==> src/rtl/player_pkg.sv <==
// Shared types and helpers for the player physics block.
// Holds the motion state enum and the fixed-point width rule.
package player_pkg;

  typedef enum logic [1:0] {
    ST_IDLE,
    ST_AIR,
    ST_DEAD
  } state_e;

  function automatic int fp_w(input int y_w, input int frac);
    return y_w + frac + 2;
  endfunction

endpackage

==> src/rtl/sprite_window.sv <==
// Registered render window: tests the raster beam against the sprite box
// and produces ROM coordinates, mirrored horizontally when facing left.
module sprite_window #(
  parameter int WIDTH  = 80,
  parameter int HEIGHT = 80,
  parameter int X_W    = 11,
  parameter int Y_W    = 10
) (
  input  logic                      clk,
  input  logic                      rst,
  input  logic [X_W-1:0]            pos_x,
  input  logic [Y_W-1:0]            pos_y,
  input  logic                      facing_left,
  input  logic [X_W-1:0]            beam_x,
  input  logic [Y_W-1:0]            beam_y,
  output logic                      in_sprite,
  output logic [$clog2(WIDTH)-1:0]  sprite_u,
  output logic [$clog2(HEIGHT)-1:0] sprite_v
);

  localparam int UW = $clog2(WIDTH);
  localparam int VW = $clog2(HEIGHT);
  localparam logic [X_W:0] WX = (X_W+1)'(WIDTH);
  localparam logic [Y_W:0] HY = (Y_W+1)'(HEIGHT);
  localparam logic [UW-1:0] UMAX = UW'(WIDTH - 1);

  logic [X_W:0]  dx;
  logic [Y_W:0]  dy;
  logic          in_d;
  logic [UW-1:0] u_d;
  logic [VW-1:0] v_d;
  logic          in_q;
  logic [UW-1:0] u_q;
  logic [VW-1:0] v_q;

  always_comb begin
    dx   = {1'b0, beam_x} - {1'b0, pos_x};
    dy   = {1'b0, beam_y} - {1'b0, pos_y};
    in_d = (beam_x >= pos_x) && (dx < WX) &&
           (beam_y >= pos_y) && (dy < HY);
    u_d  = facing_left ? (UMAX - dx[UW-1:0]) : dx[UW-1:0];
    v_d  = dy[VW-1:0];
  end

  always_ff @(posedge clk) begin
    if (rst) begin
      in_q <= 1'b0;
      u_q  <= '0;
      v_q  <= '0;
    end else begin
      in_q <= in_d;
      u_q  <= u_d;
      v_q  <= v_d;
    end
  end

  assign in_sprite = in_q;
  assign sprite_u  = u_q;
  assign sprite_v  = v_q;

endmodule

==> src/rtl/player_physics.sv <==
// Player sprite motion: gravity, landing bounce, scroll clamp, death,
// horizontal wrap, and the registered render window.
import player_pkg::*;

module player_physics #(
  parameter int X_W         = 11,
  parameter int Y_W         = 10,
  parameter int FRAC        = 4,
  parameter int WIDTH       = 80,
  parameter int HEIGHT      = 80,
  parameter int START_X     = 280,
  parameter int START_Y     = 399,
  parameter int GRAVITY     = 8,
  parameter int JUMP_V      = 160,
  parameter int VMAX        = 256,
  parameter int LEFT_B      = 160,
  parameter int RIGHT_B     = 640,
  parameter int SCROLL_LINE = 200,
  parameter int DEATH_Y     = 480
) (
  input  logic                      clk,
  input  logic                      rst,
  input  logic                      frame_tick,
  input  logic                      run,
  input  logic signed [8:0]         delta_x,
  input  logic                      land_hit,
  input  logic [Y_W-1:0]            land_y,
  input  logic [X_W-1:0]            beam_x,
  input  logic [Y_W-1:0]            beam_y,
  output logic [X_W-1:0]            pos_x,
  output logic [Y_W-1:0]            pos_y,
  output logic                      falling,
  output logic                      facing_left,
  output logic                      scroll_valid,
  output logic [Y_W-1:0]            scroll_amt,
  output logic                      dead,
  output logic                      in_sprite,
  output logic [$clog2(WIDTH)-1:0]  sprite_u,
  output logic [$clog2(HEIGHT)-1:0] sprite_v
);

  localparam int YF_W = fp_w(Y_W, FRAC);
  localparam int XS_W = X_W + 2;

  typedef logic signed [YF_W-1:0] yfp_t;
  typedef logic signed [XS_W-1:0] xs_t;

  localparam yfp_t ZERO      = '0;
  localparam yfp_t GRAV      = YF_W'(GRAVITY);
  localparam yfp_t JUMP_NEG  = YF_W'(-JUMP_V);
  localparam yfp_t VMAX_S    = YF_W'(VMAX);
  localparam yfp_t HEIGHT_FP = YF_W'(HEIGHT << FRAC);
  localparam yfp_t SCROLL_S  = YF_W'(SCROLL_LINE);
  localparam yfp_t SCROLL_FP = YF_W'(SCROLL_LINE << FRAC);
  localparam yfp_t DEATH_S   = YF_W'(DEATH_Y);
  localparam yfp_t START_FP  = YF_W'(START_Y << FRAC);

  localparam xs_t X_LO = XS_W'(LEFT_B - WIDTH / 2);
  localparam xs_t X_HI = XS_W'(RIGHT_B - WIDTH / 2);
  localparam logic [X_W-1:0] X_TO_R = X_W'(RIGHT_B - WIDTH / 2 - 1);
  localparam logic [X_W-1:0] X_TO_L = X_W'(LEFT_B - WIDTH / 2 + 1);
  localparam logic [X_W-1:0] X_RST  = X_W'(START_X);

  state_e         state_q, state_d;
  logic [X_W-1:0] x_q, x_d;
  yfp_t           y_q, y_d;
  yfp_t           vy_q, vy_d;
  logic           face_q, face_d;
  logic           fall_q, fall_d;
  logic           sv_q, sv_d;
  logic [Y_W-1:0] amt_q, amt_d;

  logic           step;
  xs_t            xn;
  logic [X_W-1:0] x_nx;
  logic           face_nx;
  yfp_t           vy_sum, vy_sat, y_sum;
  yfp_t           land_fp, y_res, vy_res, yi, y_fin;
  logic           land, scroll, die;
  logic [Y_W-1:0] amt;

  assign step = frame_tick & run;

  // Candidate next values for one AIR step, landing before scroll/death.
  always_comb begin
    xn = xs_t'({2'b00, x_q}) + xs_t'(delta_x);
    if (xn <= X_LO) begin
      x_nx = X_TO_R;
    end else if (xn >= X_HI) begin
      x_nx = X_TO_L;
    end else begin
      x_nx = xn[X_W-1:0];
    end
    face_nx = delta_x[8] ? 1'b1 :
              (|delta_x) ? 1'b0 : face_q;
    vy_sum  = vy_q + GRAV;
    vy_sat  = (vy_sum > VMAX_S) ? VMAX_S : vy_sum;
    y_sum   = y_q + vy_q;
    land    = land_hit && (vy_q > ZERO);
    land_fp = yfp_t'({2'b00, land_y, {FRAC{1'b0}}}) - HEIGHT_FP;
    y_res   = land ? land_fp : y_sum;
    vy_res  = land ? JUMP_NEG : vy_sat;
    yi      = y_res >>> FRAC;
    scroll  = yi < SCROLL_S;
    y_fin   = scroll ? SCROLL_FP : y_res;
    amt     = Y_W'(SCROLL_S - yi);
    die     = !land && (yi >= DEATH_S);
  end

  always_ff @(posedge clk) begin
    if (rst) begin
      state_q <= ST_IDLE;
      x_q     <= X_RST;
      y_q     <= START_FP;
      vy_q    <= ZERO;
      face_q  <= 1'b0;
      fall_q  <= 1'b0;
      sv_q    <= 1'b0;
      amt_q   <= '0;
    end else begin
      state_q <= state_d;
      x_q     <= x_d;
      y_q     <= y_d;
      vy_q    <= vy_d;
      face_q  <= face_d;
      fall_q  <= fall_d;
      sv_q    <= sv_d;
      amt_q   <= amt_d;
    end
  end

  always_comb begin
    state_d = state_q;
    if (step) begin
      unique case (state_q)
        ST_IDLE: state_d = ST_AIR;
        ST_AIR:  if (die) state_d = ST_DEAD;
        default: state_d = state_q;
      endcase
    end
  end

  always_comb begin
    x_d    = x_q;
    y_d    = y_q;
    vy_d   = vy_q;
    face_d = face_q;
    sv_d   = 1'b0;
    amt_d  = amt_q;
    if (step) begin
      unique case (state_q)
        ST_IDLE: begin
          x_d    = x_nx;
          face_d = face_nx;
          vy_d   = JUMP_NEG;
        end
        ST_AIR: begin
          x_d    = x_nx;
          face_d = face_nx;
          y_d    = y_fin;
          vy_d   = vy_res;
          sv_d   = scroll;
          if (scroll) amt_d = amt;
        end
        default: ;
      endcase
    end
    fall_d = vy_d > ZERO;
  end

  assign pos_x        = x_q;
  assign pos_y        = y_q[FRAC +: Y_W];
  assign falling      = fall_q;
  assign facing_left  = face_q;
  assign scroll_valid = sv_q;
  assign scroll_amt   = amt_q;
  assign dead         = (state_q == ST_DEAD);

  sprite_window #(
    .WIDTH (WIDTH),
    .HEIGHT(HEIGHT),
    .X_W   (X_W),
    .Y_W   (Y_W)
  ) u_win (
    .clk        (clk),
    .rst        (rst),
    .pos_x      (x_q),
    .pos_y      (pos_y),
    .facing_left(face_q),
    .beam_x     (beam_x),
    .beam_y     (beam_y),
    .in_sprite  (in_sprite),
    .sprite_u   (sprite_u),
    .sprite_v   (sprite_v)
  );

endmodule

==> config.mk <==
export PLATFORM = sky130hd
export DESIGN_NAME = player_physics
export DESIGN_NICKNAME = d
export VERILOG_FILES = /design/src/rtl/player_pkg.sv /design/src/rtl/sprite_window.sv /design/src/rtl/player_physics.sv
export SDC_FILE = /design/constraint.sdc
export NUM_CORES = 1
export LEC_CHECK = 0
export ABC_CLOCK_PERIOD_IN_PS = 8800
export CORE_ASPECT_RATIO = 0.9
export CORE_MARGIN = 4
export CORE_UTILIZATION = 50
export CTS_BUF_LIST = sky130_fd_sc_hd__clkbuf_16
export DETAILED_ROUTE_END_ITERATION = 12
export PLACE_DENSITY = 0.75
export SYNTH_ARGS = -nofsm -noshare
export SYNTH_HDL_FRONTEND = slang
export SYNTH_SLANG_ARGS = --single-unit
==> constraint.sdc <==
create_clock -name clk -period 8.8 [get_ports clk]
set_input_delay 1.76 -clock clk [delete_from_list [all_inputs] [get_ports clk]]
set_output_delay 1.76 -clock clk [all_outputs]
set_load 0.01 [all_outputs]
==> results of run 1 <==
==> registers in the layout, summed over array words and instances, names as in the netlist <==
signal and cells:
pos_x 11, scroll_valid 1, scroll_amt 10, u_win.in_sprite 1, u_win.sprite_u 7, falling 1, y_q 16, u_win.sprite_v 7
facing_left 1, state_q 2, vy_q 16
==> logic make-up after synthesis <==
group           after synthesis  synth area share, %
fa+ha+maj                    57                12.13
mux                           7                1.185
buf+inv                      88                6.700
xor+xnor                     32                4.576
compound gates              251                29.91
flops                        73                23.86
simple gates                257                21.63
==> path summary, 6_finish.rpt <==
| check | startpoint | to | slack, ns | depth (start not counted) |
|---|---|---|---|---|
| worst max-delay path | land_hit | scroll_amt[0] | 3.66 | 12 |
| worst min-delay path | y_q[2] | y_q[2] | 0.47 | 2 |
| worst max register to register | vy_q[10] | scroll_amt[0] | 4.19 | 12 |
| worst min register to register | y_q[2] | y_q[2] | 0.47 | 2 |
==> cell type report <==
cell class,count,share of cell area (%)
Clock buffer,9,3.063
Clock inverter,7,1.072
Inverter,45,2.297
Multi-Input combinational cell,604,57.84
Sequential cell,73,19.87
Tap cell,160,2.722
Timing Repair Buffer,98,13.14
==> report_power, final <==
part / total (uW) / switching (uW) / internal (uW)
clock: 376 / 154 / 222
sequential: 373 / 24.0 / 349
combinational: 362 / 196 / 166
total: 1110 / 375 / 737
==> Yosys cell counts (all sizes together) (10+ instances only) <==
master  instances
nor2           65
o31a           11
xnor2          18
clkbuf         23
nor3           27
nand3          25
and2           15
buf            20
o21ai          42
inv            45
or3            13
a21o           11
o21a           21
a31oi          10
dfxtp          73
ha             53
nand2          48
a21oi          58
nor2b          13
xor2           14
==> tightest hold or removal path, stage by stage (launching register included) <==
cell and delay (ns):
dfxtp_1 0.31, nand2_1 0.06, a21oi_1 0.05
==> metrics by stage <==
stage               power, uW  std cells  setup slack (ns)  hold slack [ns]
finish                   1112        996             3.659           0.4685
global route             1166        996             3.356           0.4977
CTS                      1113        996             3.654           0.4644
detailed placement      735.1        980             3.362           0.4569
global placement        726.6        980             3.484           0.4434
floorplan               626.3        765             4.449           0.4362
==> placed cells by master, fill, tap and decap left out, types with 21 or more instances in the layout <==
cell type and n:
o21ai_0 36, ha_1 53, nor2_1 63, nand3_1 25
o21a_1 21, clkdlybuf4s50_1 93, nand2_1 47, a21oi_1 57
nor3_1 26, inv_1 45, dfxtp_1 73
==> routing by layer <==
layer | vias up | share of wire [%] | track usage, %
met1 | 2858 | 45 | 34.07
met4 | 0 | 1.8 | 7.597
met5 | - | 0 | 0
met2 | 238 | 46 | 40.17
li1 | 2963 | - | -
met3 | 41 | 7.4 | 4.247
==> results by group, run 1 <==
Synth
  • Ys Warns: 0
  • Cell taking the most area after synthesis: dfxtp_1
  • Top cells by area, synth: dfxtp_1, ha_1, a21oi_1, nor2_1, o21ai_0
  • Gate Count Post-Synth: 765
  • Fraction of registers with async set/reset: 0%
  • Synth top area share: 23.86%
  • Count of flip-flops with a built-in enable after synthesis: 0
  • Mapped Nets: roughly 870
  • Sequential area share after synthesis: around a quarter
  • Post-Syn Area: slightly above 6000 um^2
  • Seq cells post-synth: 73
  • Mean Syn Cell Area: 8.006 um^2
  • Distinct cells, synth: 90
  • Top FF cell, synth: dfxtp_1

Clock network
  • Clock slew seen by the registers of the worst setup and hold paths: 0.07 ns
  • Clk_lat worst skew: around 0.35 ns
  • CTS buffer count: 9
  • Resize count post-CTS: 0
  • CTS tree: done
  • Root Driver: clkbuf_16
  • Setup repair bufs after CTS: 0
  • Total clock sinks: 73
  • CTS H-tree depth: 3
  • Maximum clock path buffer count: 2
  • Hold-fix buffers, CTS: 0

Die
  • Die height: 113.0 um
  • Initial Util: about half
  • Die area: roughly 14000 um^2
  • Core Area: about 12000 um^2
  • FP Rows: 38
  • Die Wd: approximately 120 um
  • I/O pin cnt: between 90 and 100

Critical path
  • CP max stage cell: a21oi_1
  • CP Max Fanout: 20
  • CP Buf/Inv Count: 1
  • Delay of the slowest critical-path stage: 0.75 ns
  • Crit. End Element: flop
  • Critical Path Source Type: primary input
  • CP top delay family: compound AO/OA/AOI/OAI gates
  • Critical Path RT: 9.06 ns
  • Data arrival, critical path: 5.40 ns
  • WS Path Type: primary input to flop
  • Cell Chain, Critical Path: clkdlybuf4s50_1 > nand2b_1 > a21o_1 > o2111a_1 > a221o_2 > o21ba_4 > a2111oi_0 > o21a_1 > ha_1 > a21oi_1 > nand2_1 > o21ai_0

Finish
  • Final Cell Area: approximately 7400 um^2
  • Reg area: 1461 um^2
  • Number of fill cells: approximately 1.1k
  • Finished Core Util: 61.13%
  • Multi-input logic area: 4253 um^2
  • Antenna diodes: 0
  • Nets: between 900 and 1k
  • Layout area overhead: 20.06%
  • Layout cells sized above 1: 7.057%

Placement
  • Dpl hpwl: between 10000 and 15000 um
  • Area after DPL: approximately 7000 um^2
  • PortBufs: 94
  • Final weighted congestion in routability-driven placement: a little over 0.9

Run
  • Max-Cap Viols: 0

Drt
  • Via count: around 6.1k
  • Post-DR wirelength/cell: 17.77 um
  • Routed Antenna Nets: 0
  • Iter 0 DRT Violations: a little over 500
  • 1st-pass router iterations: 5
  • DRC violations left: 0
  • Vias per inst: about 6.1
  • Drt total wl: between 15000 and 20000 um

Global routing
  • Largest net degree at the start of global routing: 49
  • Global-route wire length before repair: 29240 um
  • Gr usage total: roughly 25%
  • Initial antenna violation count: 0
  • Vias in the first global route: 5841
  • Total gr overflow: 0

Pwr
  • Leak: roughly 0.003 uW
  • PwrDens: about 150 nW/um^2
  • Worst vdd ir: about 110 uV

Timing
  • Max Fclk: a little under 200 MHz
  • Setup total negative slack: 0 ns
  • Pins Over Slew Limit: 0
  • Worst slew margin: about two fifths
  • Fin crit period: 5.141 ns
  • Final setup viols: 0
  • Unrepaired setup endpoints after global routing: no
  • Final number of hold-violating endpoints: 0
  • Clock Skews: 0.009459 ns
  • Slew @ Worst Pin: 0.8978 ns
  • Part of the cycle the worst path needs: 58.42%

Worst hold path
  • Hold Path Class: flop to flop

Outcome
  • Run status: completed
Power figures use the tool's default switching activity.
==> run 2: changes to the inputs <==
- ABC_CLOCK_PERIOD_IN_PS: 8800 -> 5300
- clock period: 8.8 -> 5.3 ns (I/O delays scaled with it)
==> results by group, run 2 (synthesis gave the netlist of run 1 again) <==
Finish
  • Number of fill cells: 1061 (-0.75%)
  • Nets: 935 (+0.21%)
  • Layout cells sized above 1: 7.279% (+0.22 points)
  • Layout area overhead: 20.29%
  • Commonest cells after routing, fill and taps aside: clkdlybuf4s50_1, dfxtp_1, nor2_1
  • Final Cell Area: 7367 um^2 (+0.19%)
  • Antenna diodes: 0 (unchanged)
  • Most common cell after layout, fill and taps aside: clkdlybuf4s50_1

Worst hold path
  • Hold Path Stages: 2 (unchanged)
  • Worst hold start: y_q[2]
  • Hold EP: y_q[2]
  • Hold Path Class: flop to flop

Timing
  • Pins Over Slew Limit: 0 (unchanged)
  • Fin crit period: approximately 4.4 ns
  • Setup total negative slack: 0 ns (unchanged)
  • Final number of hold-violating endpoints: 0 (unchanged)
  • Slew @ Worst Pin: 0.7827 ns (-0.1150 ns)
  • Unrepaired setup endpoints after global routing: no
  • Clock Skews: 0.006428 ns (-0.003031 ns)
  • Final setup viols: 0 (unchanged)
  • Max Fclk: 225.5 MHz
  • Part of the cycle the worst path needs: 83.68%
  • Worst slew margin: 47.62% (+7.5 points)

Critical path
  • Worst R2R Start: vy_q[10]
  • CP Max Fanout: 20 (unchanged)
  • WS Path Type: flop to flop
  • Critical Path RT: 5.52 ns (-3.54 ns)
  • Crit. End Element: flop
  • RR Endpoint: scroll_amt[7]
  • Critical Path Source Type: flop
  • Data arrival, critical path: 4.66 ns (-0.74 ns)
  • R2R Setup Slk: 0.86 ns (-3.33 ns)
  • Reg2reg path depth: 13 (+1)

Global routing
  • Largest net degree at the start of global routing: 48 (-2.0%)
  • Gr usage total: 24.86% (+0.040 points)
  • Total gr overflow: 0 (unchanged)
  • Vias in the first global route: 5778 (-1.1%)
  • Initial antenna violation count: 0 (unchanged)
  • Global-route wire length before repair: 28790 um (-1.5%)

Die
  • Die area: 14090 um^2 (unchanged)
  • I/O pin cnt: 95 (unchanged)
  • FP Rows: 38 (unchanged)
  • Die Wd: 124.7 um (unchanged)
  • Core Area: 12030 um^2 (unchanged)
  • Die height: 113.0 um (unchanged)
  • Initial Util: 50.92% (unchanged)

Pwr
  • PwrDens: 250.6 nW/um^2 (+66%)
  • Internal power: 1225 uW (+66%)
  • Net Sw Frac: 33.62% (-0.072 points)
  • Sequential fraction of design power: 33.5% (about the same)
  • Worst vdd ir: 170.3 uV (+60%)
  • Psw: 620.7 uW (+66%)
  • Combinational share of power: 32.7% (about the same)
  • Leak: 0.002965 uW (+0.60%)
  • Clock power share: 33.8% (about the same)

Placement
  • Dpl hpwl: 13650 um (+0.39%)
  • Final weighted congestion in routability-driven placement: 0.9408 (+2.7%)
  • PortBufs: 94 (unchanged)
  • Area after DPL: 7064 um^2 (+0.21%)

Clock network
  • Clock slew seen by the registers of the worst setup and hold paths: 0.06 ns (about the same)
  • Setup repair bufs after CTS: 0 (unchanged)
  • Hold-fix buffers, CTS: 0 (unchanged)
  • Maximum clock path buffer count: 2 (unchanged)
  • CTS H-tree depth: 3 (unchanged)
  • Clk_lat worst skew: 0.35 ns (about the same)
  • CTS buffer count: 9 (unchanged)
  • Root Driver: clkbuf_16
  • Resize count post-CTS: 0 (unchanged)
  • CTS tree: done
  • Total clock sinks: 73 (unchanged)

Drt
  • Vias per inst: 6.124 (about the same)
  • Post-DR wirelength/cell: 18.07 um (+1.7%)
  • Drt total wl: 18030 um (+1.9%)
  • Via count: 6112 (+0.20%)
  • Routed Antenna Nets: 0 (unchanged)
  • Iter 0 DRT Violations: 452 (-12%)
  • DRC violations left: 0 (unchanged)
  • 1st-pass router iterations: 5 (unchanged)

Outcome
  • Run status: completed

Run
  • Max-Cap Viols: 0 (unchanged)
## run 2: cell types whose count changed in the layout (fill, tap and decap cells not counted), sizes merged
cell / change
clkinv: +2
clkinvlp: -2
buf: +2
## run 2: worst max-delay path by stage
stage / end / slack, ns / from
6_report: scroll_amt[7] / 0.86 / vy_q[10]
3_3_place_gp: scroll_amt[9] / 0.85 / land_hit
2_1_floorplan: scroll_amt[9] / 1.65 / land_hit
4_1_cts: scroll_amt[7] / 0.89 / vy_q[10]
5_1_grt: scroll_amt[8] / 0.57 / vy_q[10]
3_5_place_dp: scroll_amt[7] / 0.64 / land_hit
## run 2: power groups by stage
stage               clock network, uW  registers [uW]  logic (uW)
finish                            623             618         604
global route                      661             623         660
CTS                               638             618         598
detailed placement                  0             630         593
global placement                    0             628         583
floorplan                           0             620         420
## run 2: worst max-delay path, cell delays in order (launching register included)
cell and delay [ns]:
dfxtp_1 0.45, or4_4 0.58, nor3_2 0.27, a21o_1 0.65
o2111a_1 0.29, a221o_2 0.13, o21ba_4 0.18, a2111oi_0 0.41
o21a_1 0.19, ha_1 0.33, nand3_1 0.30, inv_1 0.19
a32oi_1 0.22, o21ai_0 0.11
## run 2: final cells by class
class	count	area [um^2]	share of cell area, %
Sequential cell	73	1461	19.84
Clock inverter	7	77.57	1.053
Clock buffer	9	225.2	3.057
Timing Repair Buffer	100	980.9	13.32
Tap cell	160	200.2	2.717
Multi-Input combinational cell	604	4253	57.73
Inverter	45	168.9	2.293
## run 2: stage by stage
step / power, uW / setup slack, ns / util, % / hold slack [ns] / instances
2_1_floorplan: 1040 / 1.649 / - / 0.4362 / 765
3_3_place_gp: 1211 / 0.8463 / 58.73 / 0.4468 / 982
3_5_place_dp: 1223 / 0.6371 / 58.73 / 0.4434 / 982
4_1_cts: 1854 / 0.8915 / 61.24 / 0.4589 / 998
5_1_grt: 1943 / 0.5745 / 61.24 / 0.4969 / 998
6_report: 1846 / 0.8648 / 61.24 / 0.4595 / 998
## run 2: layer usage
layer	vias up	GRT usage [%]	routed length (um)
li1	2980	-	-
met1	2898	33.31	8296
met3	22	5.333	1158
met4	0	5.405	218
met2	212	41.50	8360
met5	-	0	0
==> edit (flow settings as in run 2) <==
Encoding of `state_e`: now one-hot (3 bits for 3 states).
--- a/src/rtl/player_pkg.sv
+++ b/src/rtl/player_pkg.sv
@@ -3,8 +3,8 @@
 package player_pkg;
 
-  typedef enum logic [1:0] {
-    ST_IDLE,
-    ST_AIR,
-    ST_DEAD
+  typedef enum logic [2:0] {
+    ST_IDLE = 3'b001,
+    ST_AIR  = 3'b010,
+    ST_DEAD = 3'b100
   } state_e;
 
Formal check against the unedited RTL: same outputs for any inputs over 4 cycles, from zero or initial values and one cycle with rst high; so few cycles prove little.
==> edit against run 2 <==
Cell area is 0.44% lower. First-iteration DRC count is 13% lower. Sequential cell count is 1 higher. Power is 1.4% lower. Synthesized area is 1.5% lower. Highest routed layer unchanged. Wire length is 5.1% lower. Largest cell class unchanged. Synthesized cell count is 1.6% higher. Setup slack worse by 160 ps. Largest power group unchanged.
==> edit: results <==
[outcome]
status = finished, final reports clean

[global_routing]
grtUsageTotal = 0.2431
grt_max_degree = 42
grt_pass1_wl_um = 27410
first_global_vias = 5613

[yosys]
ys_types = 76
ys_seq_area_frac = 0.2456
netlist_top_cells_area = dfxtp_1 25%, ha_1 11%, a21oi_1 5.5%, nor2_1 5.5%, nand2_1 3.4%
synthTopCellsByCount = 88 x nor2_1, 74 x dfxtp_1, 66 x a21oi_1, 55 x nand2_1, 53 x ha_1
avgSynthCellArea_um2 = 7.763

[setup_path]
ff2ff_setup_slack_ps = 700
crit_fanout = 13
crit_start = vy_q[1]
r2r_cells = 11
endpoint = scroll_amt[9]
cp.arrival_ps = 4890

[placement]
routabilityCongestion = 0.9280
place_hpwl_um = 13400
pre_cts_ws_ps = 504.9
place_area_um2 = 7027

[route]
route.vias.total = 6064
wl_met1_um = 7889
wl_met3_um = 1286
wl_um = 17110

[sta]
clock_skew_ps = 6.907
period_share = 0.8678

[cells_and_area]
finalNetCount = 954
fin_cells = 1013
nFillCells = 1043

[power]
swShare = 0.3351
edit: power by group through the flow:
stage                     combinational [mW]  sequential, mW  clock, mW
after floorplan                        0.388           0.623          0
after global placement                 0.539           0.628          0
after detailed placement               0.559           0.628          0
after CTS                              0.562           0.616      0.648
after global routing                   0.626           0.620      0.673
final                                  0.568           0.616      0.636
edit: worst max-delay path, stage by stage, from the launching register on:
cell and delay (ps):
dfxtp_1 340, nor3_1 490, nand4_1 310, o21ai_1 780
a41oi_2 430, a311oi_1 430, nor4_1 100, ha_1 490
nand2_1 160, nor2_1 520, nor4bb_1 340, or3_1 140
edit: area by class of cell:
class,instances,area [um2],area share
multi-input combinational,612,4151,0.5660
sequential,74,1481,0.2020
timing repair buffer,103,1003,0.1368
clock buffer,9,225.2,0.03071
inverter,52,195.2,0.02661
tap,156,195.2,0.02661
clock inverter,7,82.58,0.01126
edit: per-stage QoR:
step | hold slack (ps) | util | power [mW]
after floorplan | 448.1 | - | 1.010
final | 460.8 | 0.6312 | 1.821
after global routing | 496.4 | 0.6312 | 1.919
after global placement | 446.3 | 0.6047 | 1.167
after CTS | 461.2 | 0.6312 | 1.826
after detailed placement | 452.4 | 0.6047 | 1.187
edit: kinds of logic (layout without fill, tap and decap cells):
kind of cell	count (synthesis)	after routing	synth area share
AND/OR/NAND/NOR	280	280	0.2311
AO/OA/AOI/OAI	230	230	0.2668
buffers and inverters	91	171	0.06617
flip-flops	74	74	0.2456
adder cells (fa/ha/maj)	57	57	0.1232
XOR/XNOR	36	36	0.05227
multiplexers	9	9	0.01494
edit: how the worst min path moves through the flow:
stage	start	to	slack [ps]	depth (start not counted)
after floorplan	y_q[15]	y_q[15]	450	2
after global placement	scroll_amt[0]	scroll_amt[0]	450	2
after detailed placement	scroll_amt[2]	scroll_amt[2]	450	2
after CTS	scroll_amt[2]	scroll_amt[2]	460	2
after global routing	scroll_amt[6]	scroll_amt[6]	500	1
final	scroll_amt[2]	scroll_amt[2]	460	2
edit: per-layer routing:
metal  global-route usage  up-vias
met5                    0        -
met2               0.3769      226
met1               0.3474     2836
met4              0.06347        0
li1                     -     2973
met3              0.04232       29
